[src/rtl/spi_fl_pkg.sv]
// Shared constants for the flash read sequencer: opcodes, command type,
// FSM state encoding and opcode selection.
package spi_fl_pkg;

    localparam logic [7:0] READ_FAST  = 8'h0B;
    localparam logic [7:0] READ_FAST4 = 8'h0C;
    localparam logic [7:0] READ_QO    = 8'h6B;
    localparam logic [7:0] READ_QO4   = 8'h6C;

    localparam logic [2:0] COMMTYPE_READ = 3'b010;

    localparam logic [2:0] ST_IDLE      = 3'd0;
    localparam logic [2:0] ST_ISSUE     = 3'd1;
    localparam logic [2:0] ST_WAIT_DATA = 3'd2;
    localparam logic [2:0] ST_OUT       = 3'd3;
    localparam logic [2:0] ST_WAIT_RDY  = 3'd4;

    // Fast-read opcode for the requested lane mode and address width.
    function automatic logic [7:0] read_opcode(input logic quad, input logic four);
        if (quad)
            return four ? READ_QO4 : READ_QO;
        return four ? READ_FAST4 : READ_FAST;
    endfunction

endpackage

[src/rtl/spi_fl_read_seq_if.sv]
// Controller-side link between the read sequencer (master) and
// spi_master_fl (slave).
interface spi_fl_read_seq_if;
    logic [7:0]  command;
    logic [31:0] address;
    logic [2:0]  commtype;
    logic [6:0]  ndata_bits;
    logic [3:0]  dummy_cycles;
    logic [9:0]  frame_struct;
    logic [1:0]  xipbit_en;
    logic [1:0]  spimode;
    logic        manualframe_en;
    logic        fourbyteaddr_on;
    logic [31:0] data_in;
    logic        validflag;
    logic [31:0] data_out;
    logic        validflag_out;
    logic        tready;

    modport master (
        output command, address, commtype, ndata_bits, dummy_cycles, frame_struct,
        output xipbit_en, spimode, manualframe_en, fourbyteaddr_on, data_in, validflag,
        input  data_out, validflag_out, tready
    );

    modport slave (
        input  command, address, commtype, ndata_bits, dummy_cycles, frame_struct,
        input  xipbit_en, spimode, manualframe_en, fourbyteaddr_on, data_in, validflag,
        output data_out, validflag_out, tready
    );
endinterface

[src/rtl/spi_fl_timeout_cnt.sv]
// Command-to-data watchdog: cleared on command issue, counts while enabled,
// flags the cycle on which the LIMIT-th clock after the load will occur.
module spi_fl_timeout_cnt #(
    parameter int unsigned LIMIT = 4096
) (
    input  logic clk,
    input  logic rst,
    input  logic load,
    input  logic en,
    output logic expired
);
    localparam int unsigned W = $clog2(LIMIT + 1);

    logic [W-1:0] cnt;

    // Count cycles since load, saturating once the limit is reached.
    always_ff @(posedge clk) begin
        if (rst)
            cnt <= '0;
        else if (load)
            cnt <= '0;
        else if (en && !expired)
            cnt <= cnt + 1'b1;
    end

    // Asserted one count early so the consumer's registered reaction lands
    // exactly LIMIT cycles after the load edge.
    assign expired = (cnt == W'(LIMIT - 1));
endmodule

[src/rtl/spi_fl_read_seq.sv]
// Block-read command sequencer: turns (address, word count, lane mode) into
// one flash read command per word for spi_master_fl and streams the words out.
module spi_fl_read_seq
    import spi_fl_pkg::*;
#(
    parameter bit          FOURBYTE  = 1'b1,
    parameter logic [9:0]  FS_SINGLE = 10'h000,
    parameter logic [9:0]  FS_QUAD   = 10'h008,
    parameter logic [3:0]  DUMMY     = 4'd8,
    parameter int unsigned TIMEOUT   = 4096
) (
    input  logic        clk,
    input  logic        rst,
    input  logic        req_valid,
    output logic        req_ready,
    input  logic [31:0] req_addr,
    input  logic [7:0]  req_nwords,
    input  logic        req_quad,
    output logic [31:0] rd_data,
    output logic        rd_valid,
    input  logic        rd_ready,
    output logic        done,
    output logic        err,
    spi_fl_read_seq_if.master fl
);
    // Word alignment plus 3-byte wrap when 4-byte addressing is off.
    localparam logic [31:0] ADDR_MASK = FOURBYTE ? 32'hFFFF_FFFC : 32'h00FF_FFFC;

    logic [2:0]  state;
    logic [7:0]  count;
    logic [7:0]  command_q;
    logic [31:0] address_q;
    logic [9:0]  fs_q;
    logic        validflag_q;
    logic        tmo_load;
    logic        tmo_expired;

    assign tmo_load = (state == ST_ISSUE) && fl.tready;

    spi_fl_timeout_cnt #(.LIMIT(TIMEOUT)) u_tmo (
        .clk     (clk),
        .rst     (rst),
        .load    (tmo_load),
        .en      (state == ST_WAIT_DATA),
        .expired (tmo_expired)
    );

    // Sequencer FSM: accept request, issue one command per word, return words.
    always_ff @(posedge clk) begin
        if (rst) begin
            state       <= ST_IDLE;
            req_ready   <= 1'b1;
            rd_valid    <= 1'b0;
            rd_data     <= '0;
            done        <= 1'b0;
            err         <= 1'b0;
            validflag_q <= 1'b0;
            command_q   <= '0;
            address_q   <= '0;
            fs_q        <= FS_SINGLE;
            count       <= '0;
        end else begin
            done        <= 1'b0;
            validflag_q <= 1'b0;
            case (state)
                ST_IDLE: begin
                    if (req_valid && req_ready) begin
                        address_q <= req_addr & ADDR_MASK;
                        count     <= req_nwords;
                        command_q <= read_opcode(req_quad, FOURBYTE);
                        fs_q      <= req_quad ? FS_QUAD : FS_SINGLE;
                        err       <= 1'b0;
                        if (req_nwords == 8'd0) begin
                            done <= 1'b1;
                        end else begin
                            req_ready <= 1'b0;
                            state     <= ST_ISSUE;
                        end
                    end
                end
                ST_ISSUE: begin
                    if (fl.tready) begin
                        validflag_q <= 1'b1;
                        state       <= ST_WAIT_DATA;
                    end
                end
                ST_WAIT_DATA: begin
                    if (fl.validflag_out) begin
                        rd_data  <= fl.data_out;
                        rd_valid <= 1'b1;
                        state    <= ST_OUT;
                    end else if (tmo_expired) begin
                        err       <= 1'b1;
                        done      <= 1'b1;
                        req_ready <= 1'b1;
                        state     <= ST_IDLE;
                    end
                end
                ST_OUT: begin
                    if (rd_ready) begin
                        rd_valid  <= 1'b0;
                        address_q <= (address_q + 32'd4) & ADDR_MASK;
                        count     <= count - 8'd1;
                        if (count == 8'd1) begin
                            done      <= 1'b1;
                            req_ready <= 1'b1;
                            state     <= ST_IDLE;
                        end else begin
                            state <= ST_WAIT_RDY;
                        end
                    end
                end
                ST_WAIT_RDY: begin
                    if (fl.tready)
                        state <= ST_ISSUE;
                end
                default: state <= ST_IDLE;
            endcase
        end
    end

    // Command fields toward the master; the fixed ones never change.
    assign fl.command         = command_q;
    assign fl.address         = address_q;
    assign fl.frame_struct    = fs_q;
    assign fl.validflag       = validflag_q;
    assign fl.commtype        = COMMTYPE_READ;
    assign fl.ndata_bits      = 7'd32;
    assign fl.dummy_cycles    = DUMMY;
    assign fl.xipbit_en       = 2'b00;
    assign fl.spimode         = 2'b00;
    assign fl.manualframe_en  = 1'b0;
    assign fl.fourbyteaddr_on = FOURBYTE;
    assign fl.data_in         = '0;
endmodule

[src/flat_wrapper.sv]
// flat-port wrapper written by rule: the top's interface ports become plain ports
module spi_fl_read_seq_flat import spi_fl_pkg::*;
#(
    parameter bit          FOURBYTE  = 1'b1,
    parameter logic [9:0]  FS_SINGLE = 10'h000,
    parameter logic [9:0]  FS_QUAD   = 10'h008,
    parameter logic [3:0]  DUMMY     = 4'd8,
    parameter int unsigned TIMEOUT   = 4096
)
  (clk, rst, req_valid, req_ready, req_addr, req_nwords, req_quad, rd_data, rd_valid, rd_ready, done, err, fl_command, fl_address, fl_commtype, fl_ndata_bits, fl_dummy_cycles, fl_frame_struct, fl_xipbit_en, fl_spimode, fl_manualframe_en, fl_fourbyteaddr_on, fl_data_in, fl_validflag, fl_data_out, fl_validflag_out, fl_tready);
  spi_fl_read_seq_if fl_i ();
  input  logic clk;
  input  logic rst;
  input  logic req_valid;
  output logic req_ready;
  input  logic [31:0] req_addr;
  input  logic [7:0] req_nwords;
  input  logic req_quad;
  output logic [31:0] rd_data;
  output logic rd_valid;
  input  logic rd_ready;
  output logic done;
  output logic err;
  output wire logic [$bits(fl_i.command)-1:0] fl_command;
  output wire logic [$bits(fl_i.address)-1:0] fl_address;
  output wire logic [$bits(fl_i.commtype)-1:0] fl_commtype;
  output wire logic [$bits(fl_i.ndata_bits)-1:0] fl_ndata_bits;
  output wire logic [$bits(fl_i.dummy_cycles)-1:0] fl_dummy_cycles;
  output wire logic [$bits(fl_i.frame_struct)-1:0] fl_frame_struct;
  output wire logic [$bits(fl_i.xipbit_en)-1:0] fl_xipbit_en;
  output wire logic [$bits(fl_i.spimode)-1:0] fl_spimode;
  output wire logic [$bits(fl_i.manualframe_en)-1:0] fl_manualframe_en;
  output wire logic [$bits(fl_i.fourbyteaddr_on)-1:0] fl_fourbyteaddr_on;
  output wire logic [$bits(fl_i.data_in)-1:0] fl_data_in;
  output wire logic [$bits(fl_i.validflag)-1:0] fl_validflag;
  input wire logic [$bits(fl_i.data_out)-1:0] fl_data_out;
  input wire logic [$bits(fl_i.validflag_out)-1:0] fl_validflag_out;
  input wire logic [$bits(fl_i.tready)-1:0] fl_tready;
  assign fl_command = fl_i.command;
  assign fl_address = fl_i.address;
  assign fl_commtype = fl_i.commtype;
  assign fl_ndata_bits = fl_i.ndata_bits;
  assign fl_dummy_cycles = fl_i.dummy_cycles;
  assign fl_frame_struct = fl_i.frame_struct;
  assign fl_xipbit_en = fl_i.xipbit_en;
  assign fl_spimode = fl_i.spimode;
  assign fl_manualframe_en = fl_i.manualframe_en;
  assign fl_fourbyteaddr_on = fl_i.fourbyteaddr_on;
  assign fl_data_in = fl_i.data_in;
  assign fl_validflag = fl_i.validflag;
  assign fl_i.data_out = fl_data_out;
  assign fl_i.validflag_out = fl_validflag_out;
  assign fl_i.tready = fl_tready;
  spi_fl_read_seq #(.FOURBYTE(FOURBYTE), .FS_SINGLE(FS_SINGLE), .FS_QUAD(FS_QUAD), .DUMMY(DUMMY), .TIMEOUT(TIMEOUT)) u_core (.clk(clk), .rst(rst), .req_valid(req_valid), .req_ready(req_ready), .req_addr(req_addr), .req_nwords(req_nwords), .req_quad(req_quad), .rd_data(rd_data), .rd_valid(rd_valid), .rd_ready(rd_ready), .done(done), .err(err), .fl(fl_i));
endmodule
[config.mk]
export PLATFORM = sky130hd
export DESIGN_NAME = spi_fl_read_seq_flat
export DESIGN_NICKNAME = d
export VERILOG_FILES = /design/src/rtl/spi_fl_pkg.sv /design/src/rtl/spi_fl_read_seq_if.sv /design/src/rtl/spi_fl_timeout_cnt.sv /design/src/rtl/spi_fl_read_seq.sv /design/src/flat_wrapper.sv
export SDC_FILE = /design/constraint.sdc
export NUM_CORES = 1
export LEC_CHECK = 0
export ABC_CLOCK_PERIOD_IN_PS = 2300
export CORE_MARGIN = 2
export CORE_UTILIZATION = 43
export CTS_CLUSTER_SIZE = 14
export DETAILED_ROUTE_END_ITERATION = 10
export PLACE_DENSITY = 0.81
export SLEW_MARGIN = 40
export SYNTH_ARGS = -nofsm -noshare
export SYNTH_HDL_FRONTEND = slang
export SYNTH_SLANG_ARGS = --single-unit
export TNS_END_PERCENT = 50
[constraint.sdc]
create_clock -name clk -period 2.3 [get_ports clk]
set_input_delay 0.46 -clock clk [delete_from_list [all_inputs] [get_ports clk]]
set_output_delay 0.46 -clock clk [all_outputs]
set_load 0.01 [all_outputs]
## Yosys cells after proc, flatten, opt, wreduce, memory -nomap -nowiden

Cells that the tools add are included.

- Register bits: 111
- Latch bits: 0
- Memory bits (writable): 0
- ROM bits: 0
- Input port bits: 79
- Output and inout bits: 139
- Word-level logic and storage cells: 93
- Memories: 0

- Add/subtract/negate cells: 3
- Multipliers: 0
- Div/mod/pow operators: 0
- Order comparisons: 0
- Equality and inequality tests: 16
- Shift-type cells: 0
- Mux-type cells: 42
- Bitwise logic cells: 1
- Reduce and logical (&&, ||, !) cells: 19

Operators with widths:

| cell | count |
|---|---|
| two-way mux 32 bit | 2 |
| case mux 32 bit (2 select lines) | 1 |
| adder 32 x 3 -> 32 bit (second input constant) | 1 |
| two-way mux 8 bit | 4 |
| two-way mux 3 bit | 8 |
| two-way mux 1 bit | 20 |
| case mux 8 bit (2 select lines) | 1 |
| case mux 3 bit (5 select lines) | 1 |
| adder 13 x 1 -> 13 bit (second input constant) | 1 |
| equality test 13 x 12 -> 1 bit (second input constant) | 1 |
| != test 2 bit (second input constant) | 6 |
| equality test 8 x 1 -> 1 bit (second input constant) | 1 |
| logical NOT 8 bit | 1 |
| subtractor 8 x 1 -> 8 bit (second input constant) | 1 |
| AND reduction 7 bit | 1 |
| equality test 3 x 2 -> 1 bit (second input constant) | 2 |
| != test 2 x 1 -> 1 bit (second input constant) | 3 |
| case mux 1 bit (3 select lines) | 2 |
| AND reduction 3 bit | 2 |
| AND reduction 6 bit | 1 |
| nonzero test 2 bit | 3 |
| two-way mux 4 bit | 1 |
| case mux 1 bit (2 select lines) | 2 |
| AND reduction 2 bit | 2 |
| 10 further kinds | 13 |

## Depth between registers and ports, before layout

- Word-level depth: 5
- Mapped depth: 8
- Depth with buffers taken out: 7

## Cells and area by module

Synthesis repeated with hierarchy kept, for this count alone.

- Cell total of the unflattened synthesis: 691
- Area, all modules: 5,341.4 um^2

Modules (own cells, without submodules):

| module | times used | cells each | area an instance (um^2) | seq. area each (um^2) |
|---|---|---|---|---|
| spi_fl_read_seq | 1 | 612 | 4,643.2 | 1,601.5 |
| spi_fl_timeout_cnt | 1 | 79 | 698.2 | 260.2 |

## Least setup slack after synthesis

No wires, ideal clock.

- Path type: reg-to-reg
- Start point: reg u_core.address_q[2] (netlist: u_core.fl.address[2])
- End point: reg u_core.address_q[24] (netlist: u_core.fl.address[24])
- Setup time: 0.127 ns
- Arrival: 1.865 ns
- Data required time: 2.173 ns
- Setup slack: 0.308 ns
- Cell stages (with the launch flop): 7
- Buffers on the path: 0
- Period minus slack after synthesis: 1.992 ns
- Path through: dfxtp_1 > ha_1 > nand4_1 > nor4_4 > nand3_1 > and3_1 > or3_1

- Cells in the longest elaborated chain, start to end: 3

Ends and longest elaborated chain:

| what | RTL line | source |
|---|---|---|
| start, declared | spi_fl_read_seq.sv:32 | `logic [31:0] address_q;` |
| start signal, assigned | spi_fl_read_seq.sv:68 | `address_q <= req_addr & ADDR_MASK;` |
| start signal, assigned | spi_fl_read_seq.sv:102 | `address_q <= (address_q + 32'd4) & ADDR_MASK;` |
| adder 32 x 3 -> 32 bit | spi_fl_read_seq.sv:102 |  |
| two-way mux 32 bit | spi_fl_read_seq.sv:100 | `if (rd_ready) begin` |
| case mux 32 bit (2 select lines) | spi_fl_read_seq.sv:65 | `case (state)` |

No other way between the ends. The select of a mux whose other input is x is not followed.
A chain may end at the register's enable or synchronous reset.

## Worst setup path after layout

Ends and elaborated chain as after synthesis.

==> results.sh <==
export IMPL_grt_max_degree=55
export IMPL_postCtsSetupBuffers=0
export IMPL_dp_hpwl_microns=9920
export IMPL_crit_path_start="u_core.fl.address[2]"
export IMPL_ant_nets=0
export IMPL_grt_pass1_vias=4543
export IMPL_die_area_sq_um=13000
export IMPL_setup_tns_ns=0
export IMPL_rsz0062_at_grt="false"
export IMPL_end_kind="register"
export IMPL_r2r_slack_ns=0.27
export IMPL_yosysTopAreaCell="dfxtp_1"
export IMPL_crit_path_cell_trace="ha_1 -> nand4_1 -> nor4_4 -> buf_4 -> nand3_1 -> and3_1 -> or3_1"
export IMPL_p_leak_nw=2.58
export IMPL_nets=909
export IMPL_finalPower_w=0.00560
export IMPL_cpMaxStageDelayCell="dfxtp_1"
export IMPL_setup_violations=0
export IMPL_grt_usage_pct=21.2
export IMPL_startpoint_type="register"
export IMPL_wire_per_inst_microns=14.4
export IMPL_insertedDiodeCount=0
export IMPL_cts_buffer_depth=2
export IMPL_cp_required_ns=2.52
export IMPL_status="finished clean"
export IMPL_cp_arrival_ns=2.26
export IMPL_ys_flop_type="dfxtp_1"
export IMPL_synth_distinct_cells=61
export IMPL_portBuffers=148
export IMPL_timing_final_crit_share_pct=88.5
export IMPL_syn_to_final_growth_pct=34.3
export IMPL_num_vias=5133
export IMPL_r2r_cells=7
export IMPL_syn_avg_cell_area_sq_um=7.60
export IMPL_p_per_area_nw_per_um2=801
export IMPL_r2r_end="u_core.fl.address[24]"
export IMPL_antenna_found_initial=0
export IMPL_cts_root_buf="clkbuf_16"
export IMPL_ctsResizeCount=0
export IMPL_cts_clk_slew_worst_paths_ns=0.07
export IMPL_detail_route_first_pass_iterations=5
export IMPL_fin_crit_ns=2.03
export IMPL_tightest_slew_ns=0.502
export IMPL_postLayoutCoreUtil_pct=58.7
export IMPL_drc=0
export IMPL_layout_drive_gt1_share_pct=6.75
export IMPL_clock_latency_ns=0.34
export IMPL_die_h_microns=114
export IMPL_grt_overflow=0
export IMPL_h_tree_depth=3
export IMPL_hold_violations=0
export IMPL_fin_skew_ns=0.00589
export IMPL_cts_tree="done"
export IMPL_min_path_cells=2
export IMPL_drt_iter0_drc=372
export IMPL_cap_viol_max_count=0
export IMPL_synth_edff_count=0
export IMPL_grt_pass1_wl_microns=22500
export IMPL_max_slew_margin_rel_pct=66.2
export IMPL_synth_area_leaders="dfxtp_1 36%, buf_4 10%, nand2_1 8.2%, a21oi_1 6.5%, nor2_1 3.3%"
export IMPL_start_util_pct=43.7
export IMPL_fill_cells=1079
export IMPL_peakVddDrop_v=0.000424
export IMPL_yosys_warnings=0
export IMPL_cts_made_buffers=9
export IMPL_fp_dieW_microns=114
export IMPL_r2r_start="u_core.fl.address[2]"
export IMPL_fmax_mhz=491
export IMPL_criticalPathCategory="reg -> reg"
export IMPL_hold_path_class="reg -> reg"
export IMPL_crit_path_max_fanout=9
export IMPL_wirelength_microns=14100
export IMPL_cp_slowest_stage_delay_ns=0.44
export IMPL_core_area_sq_um=11900
export IMPL_hp_start="u_core.rd_data[12]"
export IMPL_syn_inst=685
export IMPL_rows=40
export IMPL_routabilityCongestion=0.878
export IMPL_clkSinkCount=93
export IMPL_ys_ff_latch=93
export IMPL_synth_seq_area_share_pct=35.8
export IMPL_cts_hold_buffers=0
export IMPL_worstSetupEndpoint="u_core.fl.address[24]"
export IMPL_via_per_inst=5.25
export IMPL_slew_violations=0
export IMPL_io_pins=218
export IMPL_netlist_area_sq_um=5210
export IMPL_yosysTopAreaCellShare_pct=35.8
export IMPL_synthArstFlopShare_pct=0
==> stage by stage <==
step	setup slack, ns	instances	instance area, sq um	hold slack [ns]
2_1_floorplan	0.308	750	5450	0.466
3_3_place_gp	0.0537	962	6710	0.441
3_5_place_dp	0.0490	962	6710	0.446
4_1_cts	0.225	977	6990	0.455
5_1_grt	0.0993	977	7000	0.470
6_report	0.265	977	7000	0.452
==> synthesized netlist by cell type (all sizes together) (7+ instances only) <==
library cell / instances
buf: 83
dfxtp: 93
and3: 12
or3: 9
a21oi: 69
nand4: 17
nor2: 46
nand3: 30
xnor2: 9
inv: 9
o22ai: 8
a22oi: 9
o21ai: 26
clkbuf: 28
a31oi: 7
nor4: 12
a211oi: 10
nand2: 114
nor3: 18
==> cells by family after synthesis <==
| kind of cell | Yosys count | share of synthesized area [%] |
|---|---|---|
| flip-flops | 93 | 35.8 |
| other | 2 | 0.144 |
| XOR/XNOR | 12 | 2.02 |
| multiplexers | 6 | 1.18 |
| buffers and inverters | 120 | 14.0 |
| adder cells (fa/ha/maj) | 4 | 0.961 |
| AND/OR/NAND/NOR | 294 | 28.1 |
| AO/OA/AOI/OAI | 154 | 17.9 |
==> area by class of cell <==
class                   count  area (sq um)  share of cell area (%)
multi-input cells         537          2880                    41.2
inverters                   9          33.8                   0.483
clock inverters             6          47.5                   0.680
clock buffers               9           225                    3.22
repair buffers            176          1760                    25.2
well taps                 147           184                    2.63
flip-flops and latches     93          1860                    26.6
==> how the worst min path moves through the flow <==
stage / endpoint / slack, ns
finish: u_core.rd_data[12] / 0.45
global route: u_core.rd_data[31] / 0.47
CTS: u_core.rd_data[7] / 0.46
detailed placement: u_core.rd_data[7] / 0.45
global placement: u_core.rd_data[26] / 0.44
floorplan: u_core.u_tmo.cnt[1] / 0.47
==> state kept, by name, indices dropped and copies added, names as in the netlist <==
name / count
u_core.count: 8
u_core.done: 1
u_core.err: 1
u_core.fl.address: 30
u_core.fl.command: 2
u_core.fl.validflag: 1
u_core.rd_data: 32
u_core.rd_valid: 1
u_core.req_ready: 1
u_core.state: 3
u_core.u_tmo.cnt: 13
==> cell usage in the layout (no fill, tap or decap), drive strengths merged, types with 6 or more instances in the layout <==
master	n
buf	29
dfxtp	93
a211oi	10
xnor2	9
or3	9
o22ai	8
o21ai	26
nand2	114
nor2	46
a21oi	69
inv	11
clkdlybuf4s50	147
a31oi	7
nor3	18
nand2b	6
nor4	12
conb	67
clkbuf	9
nand4	17
nand3	30
a22oi	9
a21o	6
and3	12
==> critical path: cells and delay by family (launching register included) <==
family | cells | cell delay [ns]
adders and majority gates | 1 | 0.25
buffers and inverters | 1 | 0.21
DFF | 1 | 0.44
and+or+nand+nor | 5 | 1.03
==> per-layer routing <==
layer / vias up / wire length, microns / part of all wire, % / track usage (%)
met3: 22 / 905 / 6.4 / 3.40
met4: 0 / 256 / 1.8 / 7.97
met1: 2350 / 6090 / 43 / 28.3
met2: 201 / 6820 / 48 / 34.6
met5: - / 0 / 0 / 0
li1: 2560 / - / - / -
==> report_power, final <==
part / switching [W] / leakage [nW] / internal (W)
combinational: 0.00102 / 1.69 / 0.00102
clock: 0.000659 / 0.132 / 0.000737
sequential: 0.000304 / 0.757 / 0.00186
total: 0.00199 / 2.58 / 0.00362
No activity file was read; power rests on OpenSTA's default activity.
